$ cat src/rtl/uart_rx_deserializer.sv
// UART receive deserializer: synchronizes the serial line, finds the start bit,
// samples every bit at its midpoint on the oversampling tick, and presents each
// word in parallel with a one-cycle valid strobe and parity/framing error flags.
module uart_rx_deserializer #(
  parameter int unsigned DATA_WIDTH = 8,
  parameter int unsigned OVERSAMPLE = 16,
  parameter int unsigned PARITY_EN  = 1,
  parameter int unsigned PARITY_ODD = 0
) (
  input  logic                  clk,
  input  logic                  rst_n,
  input  logic                  sample_tick,
  input  logic                  rx,
  output logic [DATA_WIDTH-1:0] data_out,
  output logic                  data_valid,
  output logic                  parity_err,
  output logic                  frame_err,
  output logic                  busy
);

  localparam int unsigned TICK_W = (OVERSAMPLE > 1) ? $clog2(OVERSAMPLE) : 1;
  localparam int unsigned BIT_W  = (DATA_WIDTH > 1) ? $clog2(DATA_WIDTH) : 1;

  localparam logic [TICK_W-1:0] TICK_MID = TICK_W'(OVERSAMPLE / 2 - 1);
  localparam logic [TICK_W-1:0] TICK_END = TICK_W'(OVERSAMPLE - 1);
  localparam logic [BIT_W-1:0]  BIT_LAST = BIT_W'(DATA_WIDTH - 1);
  localparam logic              PAR_EN   = 1'(PARITY_EN);
  localparam logic              PAR_ODD  = 1'(PARITY_ODD);

  typedef enum logic [2:0] {
    ST_IDLE,
    ST_START,
    ST_DATA,
    ST_PARITY,
    ST_STOP
  } state_t;

  // Line synchronizer, idles high so reset does not look like a start bit
  logic r_sync1;
  logic r_sync2;
  logic w_rx_s;

  // Frame state
  state_t                r_state;
  logic                  r_armed;
  logic [TICK_W-1:0]     r_tick_cnt;
  logic [BIT_W-1:0]      r_bit_cnt;
  logic [DATA_WIDTH-1:0] r_shift;
  logic                  r_par_bit;

  // Registered outputs
  logic [DATA_WIDTH-1:0] r_data_out;
  logic                  r_data_valid;
  logic                  r_parity_err;
  logic                  r_frame_err;
  logic                  r_busy;

  // Next-state values
  state_t                w_state_nx;
  logic                  w_armed_nx;
  logic [TICK_W-1:0]     w_tick_cnt_nx;
  logic [BIT_W-1:0]      w_bit_cnt_nx;
  logic [DATA_WIDTH-1:0] w_shift_nx;
  logic                  w_par_bit_nx;
  logic [DATA_WIDTH-1:0] w_data_out_nx;
  logic                  w_data_valid_nx;
  logic                  w_parity_err_nx;
  logic                  w_frame_err_nx;

  logic                  w_par_mismatch;

  assign w_rx_s = r_sync2;

  // Parity check over the captured data plus the received parity bit
  assign w_par_mismatch = PAR_EN & (((^r_shift) ^ r_par_bit) != PAR_ODD);

  // Two-flop synchronizer on the asynchronous rx pad
  always_ff @(posedge clk or negedge rst_n) begin
    if (!rst_n) begin
      r_sync1 <= 1'b1;
      r_sync2 <= 1'b1;
    end else begin
      r_sync1 <= rx;
      r_sync2 <= r_sync1;
    end
  end

  // State and output registers
  always_ff @(posedge clk or negedge rst_n) begin
    if (!rst_n) begin
      r_state      <= ST_IDLE;
      r_armed      <= 1'b0;
      r_tick_cnt   <= '0;
      r_bit_cnt    <= '0;
      r_shift      <= '0;
      r_par_bit    <= 1'b0;
      r_data_out   <= '0;
      r_data_valid <= 1'b0;
      r_parity_err <= 1'b0;
      r_frame_err  <= 1'b0;
      r_busy       <= 1'b0;
    end else begin
      r_state      <= w_state_nx;
      r_armed      <= w_armed_nx;
      r_tick_cnt   <= w_tick_cnt_nx;
      r_bit_cnt    <= w_bit_cnt_nx;
      r_shift      <= w_shift_nx;
      r_par_bit    <= w_par_bit_nx;
      r_data_out   <= w_data_out_nx;
      r_data_valid <= w_data_valid_nx;
      r_parity_err <= w_parity_err_nx;
      r_frame_err  <= w_frame_err_nx;
      r_busy       <= (w_state_nx != ST_IDLE);
    end
  end

  // Next-state and output decode; everything advances only on sample_tick
  always_comb begin
    w_state_nx      = r_state;
    w_armed_nx      = r_armed;
    w_tick_cnt_nx   = r_tick_cnt;
    w_bit_cnt_nx    = r_bit_cnt;
    w_shift_nx      = r_shift;
    w_par_bit_nx    = r_par_bit;
    w_data_out_nx   = r_data_out;
    w_data_valid_nx = 1'b0;
    w_parity_err_nx = r_parity_err;
    w_frame_err_nx  = r_frame_err;

    if (sample_tick) begin
      unique case (r_state)
        ST_IDLE: begin
          // A start edge only counts once the line has been seen high
          if (w_rx_s) begin
            w_armed_nx = 1'b1;
          end else if (r_armed) begin
            w_state_nx    = ST_START;
            w_tick_cnt_nx = '0;
            w_armed_nx    = 1'b0;
          end
        end

        ST_START: begin
          if (r_tick_cnt == TICK_MID) begin
            if (!w_rx_s) begin
              w_state_nx    = ST_DATA;
              w_tick_cnt_nx = '0;
              w_bit_cnt_nx  = '0;
            end else begin
              w_state_nx    = ST_IDLE;
              w_armed_nx    = 1'b1;
              w_tick_cnt_nx = '0;
            end
          end else begin
            w_tick_cnt_nx = r_tick_cnt + TICK_W'(1);
          end
        end

        ST_DATA: begin
          if (r_tick_cnt == TICK_END) begin
            w_shift_nx    = {w_rx_s, r_shift[DATA_WIDTH-1:1]};
            w_tick_cnt_nx = '0;
            if (r_bit_cnt == BIT_LAST) begin
              w_state_nx = PAR_EN ? ST_PARITY : ST_STOP;
            end else begin
              w_bit_cnt_nx = r_bit_cnt + BIT_W'(1);
            end
          end else begin
            w_tick_cnt_nx = r_tick_cnt + TICK_W'(1);
          end
        end

        ST_PARITY: begin
          if (r_tick_cnt == TICK_END) begin
            w_par_bit_nx  = w_rx_s;
            w_tick_cnt_nx = '0;
            w_state_nx    = ST_STOP;
          end else begin
            w_tick_cnt_nx = r_tick_cnt + TICK_W'(1);
          end
        end

        ST_STOP: begin
          // Publish the word; a low stop bit leaves the receiver disarmed
          if (r_tick_cnt == TICK_END) begin
            w_data_out_nx   = r_shift;
            w_frame_err_nx  = ~w_rx_s;
            w_parity_err_nx = w_par_mismatch;
            w_data_valid_nx = 1'b1;
            w_armed_nx      = w_rx_s;
            w_tick_cnt_nx   = '0;
            w_state_nx      = ST_IDLE;
          end else begin
            w_tick_cnt_nx = r_tick_cnt + TICK_W'(1);
          end
        end

        default: begin
          w_state_nx    = ST_IDLE;
          w_armed_nx    = 1'b0;
          w_tick_cnt_nx = '0;
        end
      endcase
    end
  end

  assign data_out   = r_data_out;
  assign data_valid = r_data_valid;
  assign parity_err = r_parity_err;
  assign frame_err  = r_frame_err;
  assign busy       = r_busy;

endmodule
$ cat config.mk
export PLATFORM = sky130hd
export DESIGN_NAME = uart_rx_deserializer
export DESIGN_NICKNAME = d
export VERILOG_FILES = /design/src/rtl/uart_rx_deserializer.sv
export SDC_FILE = /design/constraint.sdc
export NUM_CORES = 1
export LEC_CHECK = 0
export ABC_CLOCK_PERIOD_IN_PS = 2040
export CAP_MARGIN = 20
export CORE_AREA = 2 2 62 64
export CTS_BUF_LIST = sky130_fd_sc_hd__clkbuf_2
export CTS_CLUSTER_DIAMETER = 30
export CTS_CLUSTER_SIZE = 40
export DETAILED_ROUTE_END_ITERATION = 12
export DIE_AREA = 0 0 64 66
export PLACE_DENSITY = 0.72
export SETUP_SLACK_MARGIN = 0.2
export SYNTH_ARGS = -nofsm -noshare
export SYNTH_HDL_FRONTEND = slang
export SYNTH_SLANG_ARGS = --single-unit
export TNS_END_PERCENT = 1
$ cat constraint.sdc
create_clock -name clk -period 2.04 [get_ports clk]
set_input_delay 0.408 -clock clk [delete_from_list [all_inputs] [get_ports clk]]
set_output_delay 0.408 -clock clk [all_outputs]
set_load 0.01 [all_outputs]
==> metrics.md, run 1 <==
| Metric | Value |
|---|---|
| Hold depth | `0` |
| Post-synth top area cell | `dfrtp_1` |
| First-pass GRT wire length | `5782 um` |
| Overall routing resource usage | `18.10%` |
| Worst-path cell chain | `ha_1, ha_2, or3b_1, o32ai_2, nand3b_1, mux2_4` |
| Final nets | `169` |
| Int Power | `1032 uW` |
| Fin area | `1964 sq um` |
| Chip width | `64 um` |
| Post-Route Utilization | `55.32%` |
| Synth warnings | `0` |
| CP Capture Type | `register` |
| Asr flop ratio synth | `100.0%` |
| Mapped Nets | `149` |
| Slew @ Worst Pin | `0.4951 ns` |
| Pin count of the biggest net entering global routing | `35` |
| Drt first pass iters | `4` |
| Layout cell share with drive strength beyond 1 | `26.99%` |
| Inserted Clock Buffers | `5` |
| Count leader, synth | `dfrtp_1` |
| Gate power share | `27.8%` |
| Min cycle time layout | `1.831 ns` |
| Setup TNS | `0 ns` |
| Initial Utilization | `48.52%` |
| # port buffers | `15` |
| Clk network pwr share | `19.4%` |
| Switching share of power | `35.16%` |
| Worst-skew pair later-pin latency | `0.39 ns` |
| Antenna Cells | `0` |
| Hold_sp | `r_sync1` |
| Min-delay worst type | `reg2reg` |
| Antenna violations before repair | `0` |
| Max stage delay on crit path | `0.43 ns` |
| Buffer type at the clock tree root | `clkbuf_2` |
| Core area | `3551 sq um` |
| Post-synth EDFFs | `0` |
| Crit Reg-Reg Startpoint | `r_bit_cnt[0]` |
| CTS Buffer Depth | `2` |
| Net Switching | `559.6 uW` |
| Buf/Inv on CP | `0` |
| GRT overflow | `0` |
| Setup crit start kind | `register` |
| Outcome | `finished, final reports clean` |
| Hold-fix buffers, CTS | `0` |
| Fmax | `0.5463 GHz` |
| VDD IR-drop max | `0.0004071 V` |
| Area growth syn-to-layout | `14.02%` |
| Reg2reg path depth | `6` |
| Vias in the first global route | `1207` |
| Slew Limit Headroom | `66.56%` |
| Clock slew at reported path FFs | `0.19 ns` |
| Reg2Reg Setup Slack | `0.21 ns` |
| DRC Markers | `0` |
| WHS Endpoint | `r_sync2` |
| CP arrival | `2.13 ns` |
| Type of the worst setup path | `reg2reg` |
| Avg WL per Cell | `14.95 um` |
| Crit path max fanout | `3` |
| Chip Height | `66 um` |
| Reg power frac | `52.8%` |
| Synth Area per Inst | `12.13 sq um` |
| Max-slew violations | `0` |
| Library cells used by synthesis | `50` |
| Final ANT Viol Nets | `0` |
| Final setup violation count | `0` |
| Final Skew | `0.02094 ns` |
| Post-synthesis sequential area ratio | `49.53%` |
| Period utilisation layout | `89.73%` |
| Starting DRT DRC Count | `80` |
| CP max-delay cell | `dfrtp_1` |
| Top cells by area, synth | `dfrtp_1 46%, mux2_2 9.8%, dfstp_2 3.1%` |
| Yosys reg bits | `34` |
| Power density over cell area | `810.1 nW/um^2` |
| Post-Syn Instances | `142` |
| Final Hold Violating Endpoints | `0` |
| Clk sinks | `34` |
| RSZ-0062 raised after global routing | `true` |
| Kind of cell adding the most delay to the critical path | `simple AND/OR/NAND/NOR gates` |
| CTS tree | `done` |
| Most common library cells after synthesis | `32 x dfrtp_1, 15 x mux2_2, 9 x inv_1` |
| Power Total | `1591 uW` |
| FP Rows | `22` |
| IO Pins | `16` |
| Maxcap violations | `0` |
| Most used DFF post-synth | `dfrtp_1` |
| Leak | `0.0008778 uW` |
| WL final | `3154 um` |
| Die Area | `4224 sq um` |
| H-tree lvl count | `2` |
| Dpl cell area | `1903 sq um` |
| WP data required | `2.34 ns` |
| Top cell type's share of synthesized area | `46.48%` |
| Via count | `1177` |
| FF-to-FF End | `r_bit_cnt[0]` |
| GPL Wtd Cong | `0.8742` |
| Via/cell ratio | `5.578` |
| Synth Cell Area | `1723 sq um` |
| Dpl hpwl | `2204 um` |
==> layer usage <==
metal,global-route usage [%],wire length [um]
met1,23.31,1362
met2,27.86,1581
met3,6.303,155
met4,7.337,55
met5,0,0
==> cell families (layout without fill, tap and decap cells) <==
logic type	count (synthesis)	after routing	synth area share (%)
buffers and inverters	19	40	6.753
flip-flops	34	34	49.53
XOR/XNOR	8	8	4.866
AO/OA/AOI/OAI	25	25	10.68
adder cells (fa/ha/maj)	3	3	2.179
multiplexers	20	20	13.22
AND/OR/NAND/NOR	33	33	12.78
==> per-stage QoR <==
stage	worst slack, ns	hold WS, ns	instances
after floorplan	0.2950	0.1124	142
after global placement	0.1043	0.3458	202
after detailed placement	0.08616	0.3468	202
after CTS	0.2095	0.3688	211
after global routing	0.1215	0.3752	211
final	0.2095	0.3682	211
==> state kept, by name, indices dropped and copies added, names as in the netlist, 3 cells and up <==
| name | flops |
|---|---|
| r_tick_cnt | 4 |
| r_state | 3 |
| r_bit_cnt | 3 |
| r_shift | 8 |
| data_out | 8 |
==> placed cells by master, fill, tap and decap left out, drive strengths merged, types with 3 or more instances in the layout <==
master and n:
buf 8, clkbuf 5, clkdlybuf4s50 15, dfrtp 32, ha 3, inv 9, mux2 19, nand2 5
nand3 4, nand4 3, nor2 4, nor2b 3, nor3 3, o211ai 3, o21ai 5, xnor2 6
==> power by group through the flow <==
| stage | Sequential [uW] | Clock (uW) | Combinational (uW) |
|---|---|---|---|
| floorplan | 795 | 0 | 412 |
| global placement | 849 | 0 | 418 |
| detailed placement | 851 | 0 | 433 |
| CTS | 838 | 325 | 437 |
| global route | 853 | 363 | 496 |
| finish | 840 | 309 | 442 |
==> worst max path at each step <==
stage / start / endpoint / depth (start not counted)
detailed placement: sample_tick / r_par_bit / 5
global placement: sample_tick / r_par_bit / 5
global route: r_bit_cnt[0] / r_bit_cnt[0] / 6
finish: r_bit_cnt[0] / r_bit_cnt[0] / 6
floorplan: r_bit_cnt[0] / r_bit_cnt[0] / 6
CTS: r_bit_cnt[0] / r_bit_cnt[0] / 6
==> what timing repair did <==
| item | CTS | global route |
|---|---|---|
| endpoints found under the setup margin | 3 | 15 |
| pin swaps | 1 | 1 |
| gates resized for setup | 1 | 2 |
| setup buffers | 1 | 0 |
==> cell type report <==
class,count,area [sq um]
sequential,34,853.3
timing repair buffer,23,210.2
multi-input combinational,89,765.7
clock inverter,3,16.27
fill,319,1587
inverter,9,33.78
clock buffer,5,25.02
tap,48,60.06
(Power assumes the default switching activity.)
==> run 2: changes to the inputs <==
--- a/config.mk
+++ b/config.mk
@@ -7,13 +7,16 @@
 export LEC_CHECK = 0
 export ABC_CLOCK_PERIOD_IN_PS = 2040
 export CAP_MARGIN = 20
-export CORE_AREA = 2 2 62 64
+export CELL_PAD_IN_SITES_DETAIL_PLACEMENT = 0
+export CELL_PAD_IN_SITES_GLOBAL_PLACEMENT = 1
+export CORE_AREA = 2 2 63 65
 export CTS_BUF_LIST = sky130_fd_sc_hd__clkbuf_2
 export CTS_CLUSTER_DIAMETER = 30
 export CTS_CLUSTER_SIZE = 40
 export DETAILED_ROUTE_END_ITERATION = 12
-export DIE_AREA = 0 0 64 66
-export PLACE_DENSITY = 0.72
+export DIE_AREA = 0 0 65 67
+export PLACE_DENSITY = 0.83
+export REMOVE_ABC_BUFFERS = 1
 export SETUP_SLACK_MARGIN = 0.2
 export SYNTH_ARGS = -nofsm -noshare
 export SYNTH_HDL_FRONTEND = slang
==> run 2 against run 1 <==
Compared with the run above:
- hold slack better by 0.016 ns
- first-iteration DRC count down 66%
- routed wire length shrank 0.29%
- largest cell class unchanged
- power increased by 0.37%
- die area is 3.1% higher
- count of clock-buffer cells in the layout unchanged
- setup slack better by 0.040 ns
- non-clock buffer count unchanged
==> metrics.md, run 2 (synthesized netlist as in run 1, its figures left out) <==
| Metric | Value |
|---|---|
| Final ANT Viol Nets | `0 (unchanged)` |
| Reg2reg path depth | `6 (unchanged)` |
| Worst-skew pair later-pin latency | `0.38 ns (about the same)` |
| Via count | `1127 (-4.2%)` |
| Fillers | `310 (-2.8%)` |
| Avg WL per Cell | `14.91 um (-0.29%)` |
| Sequential Area | `853.3 sq um (unchanged)` |
| Most used cell, CP | `ha_2` |
| Pin count of the biggest net entering global routing | `35 (unchanged)` |
| Leak | `0.0008779 uW (about the same)` |
| Inserted Clock Buffers | `5 (unchanged)` |
| First-pass GRT wire length | `5609 um (-3.0%)` |
| Chip width | `65 um (+1.6%)` |
| FP Rows | `22 (unchanged)` |
| Die Area | `4355 sq um (+3.1%)` |
| Drt first pass iters | `4 (unchanged)` |
| Dpl hpwl | `2194 um (-0.47%)` |
| Antenna Cells | `0 (unchanged)` |
| CP max-delay cell | `dfrtp_1` |
| Setup crit start kind | `register` |
| Vias in the first global route | `1148 (-4.9%)` |
| GPL Wtd Cong | `0.8982 (+2.7%)` |
| Layout cell share with drive strength beyond 1 | `28.22% (+1.2 points)` |
| Overall routing resource usage | `17.38% (-0.72 points)` |
| Via/cell ratio | `5.341 (-4.2%)` |
| WL final | `3145 um (-0.29%)` |
| Max-slew violations | `0 (unchanged)` |
| Core area | `3606 sq um (+1.6%)` |
| Antenna violations before repair | `0 (unchanged)` |
| Final Skew | `0.008535 ns (-0.01241 ns)` |
| Most common cell after layout, fill and taps aside | `dfrtp_1` |
| Area growth syn-to-layout | `14.31%` |
| GRT Max-Usage Layer | `met2` |
| Worst-path cell chain | `ha_2, ha_2, or3b_4, o32ai_2, nand3b_1, mux2_4` |
| Final nets | `169 (unchanged)` |
| Type of the worst setup path | `reg2reg` |
| Met3 Use GR | `4.561% (-1.7 points)` |
| VDD IR-drop max | `0.0003702 V (-9.1%)` |
| CTS Buffer Depth | `2 (unchanged)` |
| Grt met1 use | `24.19% (+0.88 points)` |
| Min-delay worst type | `reg2reg` |
| Reg2Reg Setup Slack | `0.25 ns (+0.04 ns)` |
| IO Pins | `16 (unchanged)` |
| Buf/Inv on CP | `0 (unchanged)` |
| Period utilisation layout | `87.77% (-2.0 points)` |
| # port buffers | `15 (unchanged)` |
| Initial Utilization | `47.78% (-0.74 points)` |
| Hold-fix buffers, CTS | `0 (unchanged)` |
| CP Capture Type | `register` |
| Final Hold Violating Endpoints | `0 (unchanged)` |
| Final setup violation count | `0 (unchanged)` |
| DRC Markers | `0 (unchanged)` |
| CP arrival | `2.07 ns (-0.06 ns)` |
| GRT overflow | `0 (unchanged)` |
| Min Hold Slack | `0.3847 ns (+0.01649 ns)` |
| Worst path depth | `6 (unchanged)` |
| Outcome | `finished, final reports clean` |
| Buffer type at the clock tree root | `clkbuf_2` |
| Slew Limit Headroom | `72.01% (+5.5 points)` |
| Kind of cell adding the most delay to the critical path | `simple AND/OR/NAND/NOR gates` |
| Slew @ Worst Pin | `0.4198 ns (-0.07529 ns)` |
| H-tree lvl count | `2 (unchanged)` |
| Hold depth | `0 (unchanged)` |
| Clk sinks | `34 (unchanged)` |
| Most frequent cells in the layout | `32 x dfrtp_1, 15 x mux2_2, 15 x clkdlybuf4s50_1, 9 x inv_1, 8 x buf_4` |
| RSZ-0062 raised after global routing | `true` |
| Multi-input gate area | `770.7 sq um (+0.65%)` |
| Maxcap violations | `0 (unchanged)` |
| Starting DRT DRC Count | `27 (-66%)` |
| Max stage delay on crit path | `0.42 ns (about the same)` |
| Chip Height | `67 um (+1.5%)` |
| Setup TNS | `0 ns (unchanged)` |
| Fmax | `0.5585 GHz (+2.2%)` |
| CTS tree | `done` |
| Met2 Usage GRT | `25.64% (-2.2 points)` |
| WP data required | `2.32 ns (-0.02 ns)` |
| Power density over cell area | `811.0 nW/um^2 (+0.11%)` |
| Min cycle time layout | `1.790 ns (-0.04004 ns)` |
| Clock slew at reported path FFs | `0.18 ns (about the same)` |
| Crit path max fanout | `3 (unchanged)` |
[run 2: metrics by stage]
stage,area (sq um),util (%),instances,total power [uW],setup WS (ns)
floorplan,1640,-,132,1132,0.1113
global placement,1896,52.57,201,1259,0.1086
detailed placement,1896,52.57,201,1283,0.05019
CTS,1967,54.55,211,1609,0.2039
global route,1969,54.61,211,1709,0.1663
finish,1969,54.61,211,1597,0.2495
[run 2: per-layer routing]
metal | share of wire [%] | routed length, um
met5 | 0 | 0
met4 | 1.7 | 55
met3 | 3.9 | 123
met2 | 48 | 1499
met1 | 47 | 1467
[run 2: layout make-up]
class	count	area share [%]
clock buffer	5	1.271
tap	48	3.050
inverter	9	1.715
clock inverter	3	0.8259
sequential	34	43.33
timing repair buffer	23	10.67
multi-input combinational	89	39.14
[run 2: where the power goes]
part / internal (uW) / leakage, uW / switching (uW) / total [uW]
Clock: 78.1 / 0.0000264 / 235 / 313
Combinational: 215 / 0.000400 / 242 / 457
Sequential: 743 / 0.000452 / 83.9 / 827
[run 2: repair_timing]
action / CTS / global route
hold endpoints to repair: 0 / 0
pin swaps: 2 / 0
setup buffers: 2 / 0
resized for setup: 4 / 1
endpoints found under the setup margin: 3 / 17
[run 2: worst register-to-register path: cells and delay by family, from the launching register on]
kind	cells	cell delay (ns)
flip-flops	1	0.42
multiplexers	1	0.28
AND/OR/NAND/NOR	2	0.53
adder cells (fa/ha/maj)	2	0.36
AO/OA/AOI/OAI	1	0.11
[run 2: worst paths after layout]
check	from	endpoint
min	r_sync1	r_sync2
min reg2reg	r_sync1	r_sync2
max	r_bit_cnt[0]	r_bit_cnt[0]
max in group asynchronous	rst_n	r_sync2
min in group asynchronous	rst_n	r_tick_cnt[2]
max reg2reg	r_bit_cnt[0]	r_bit_cnt[0]
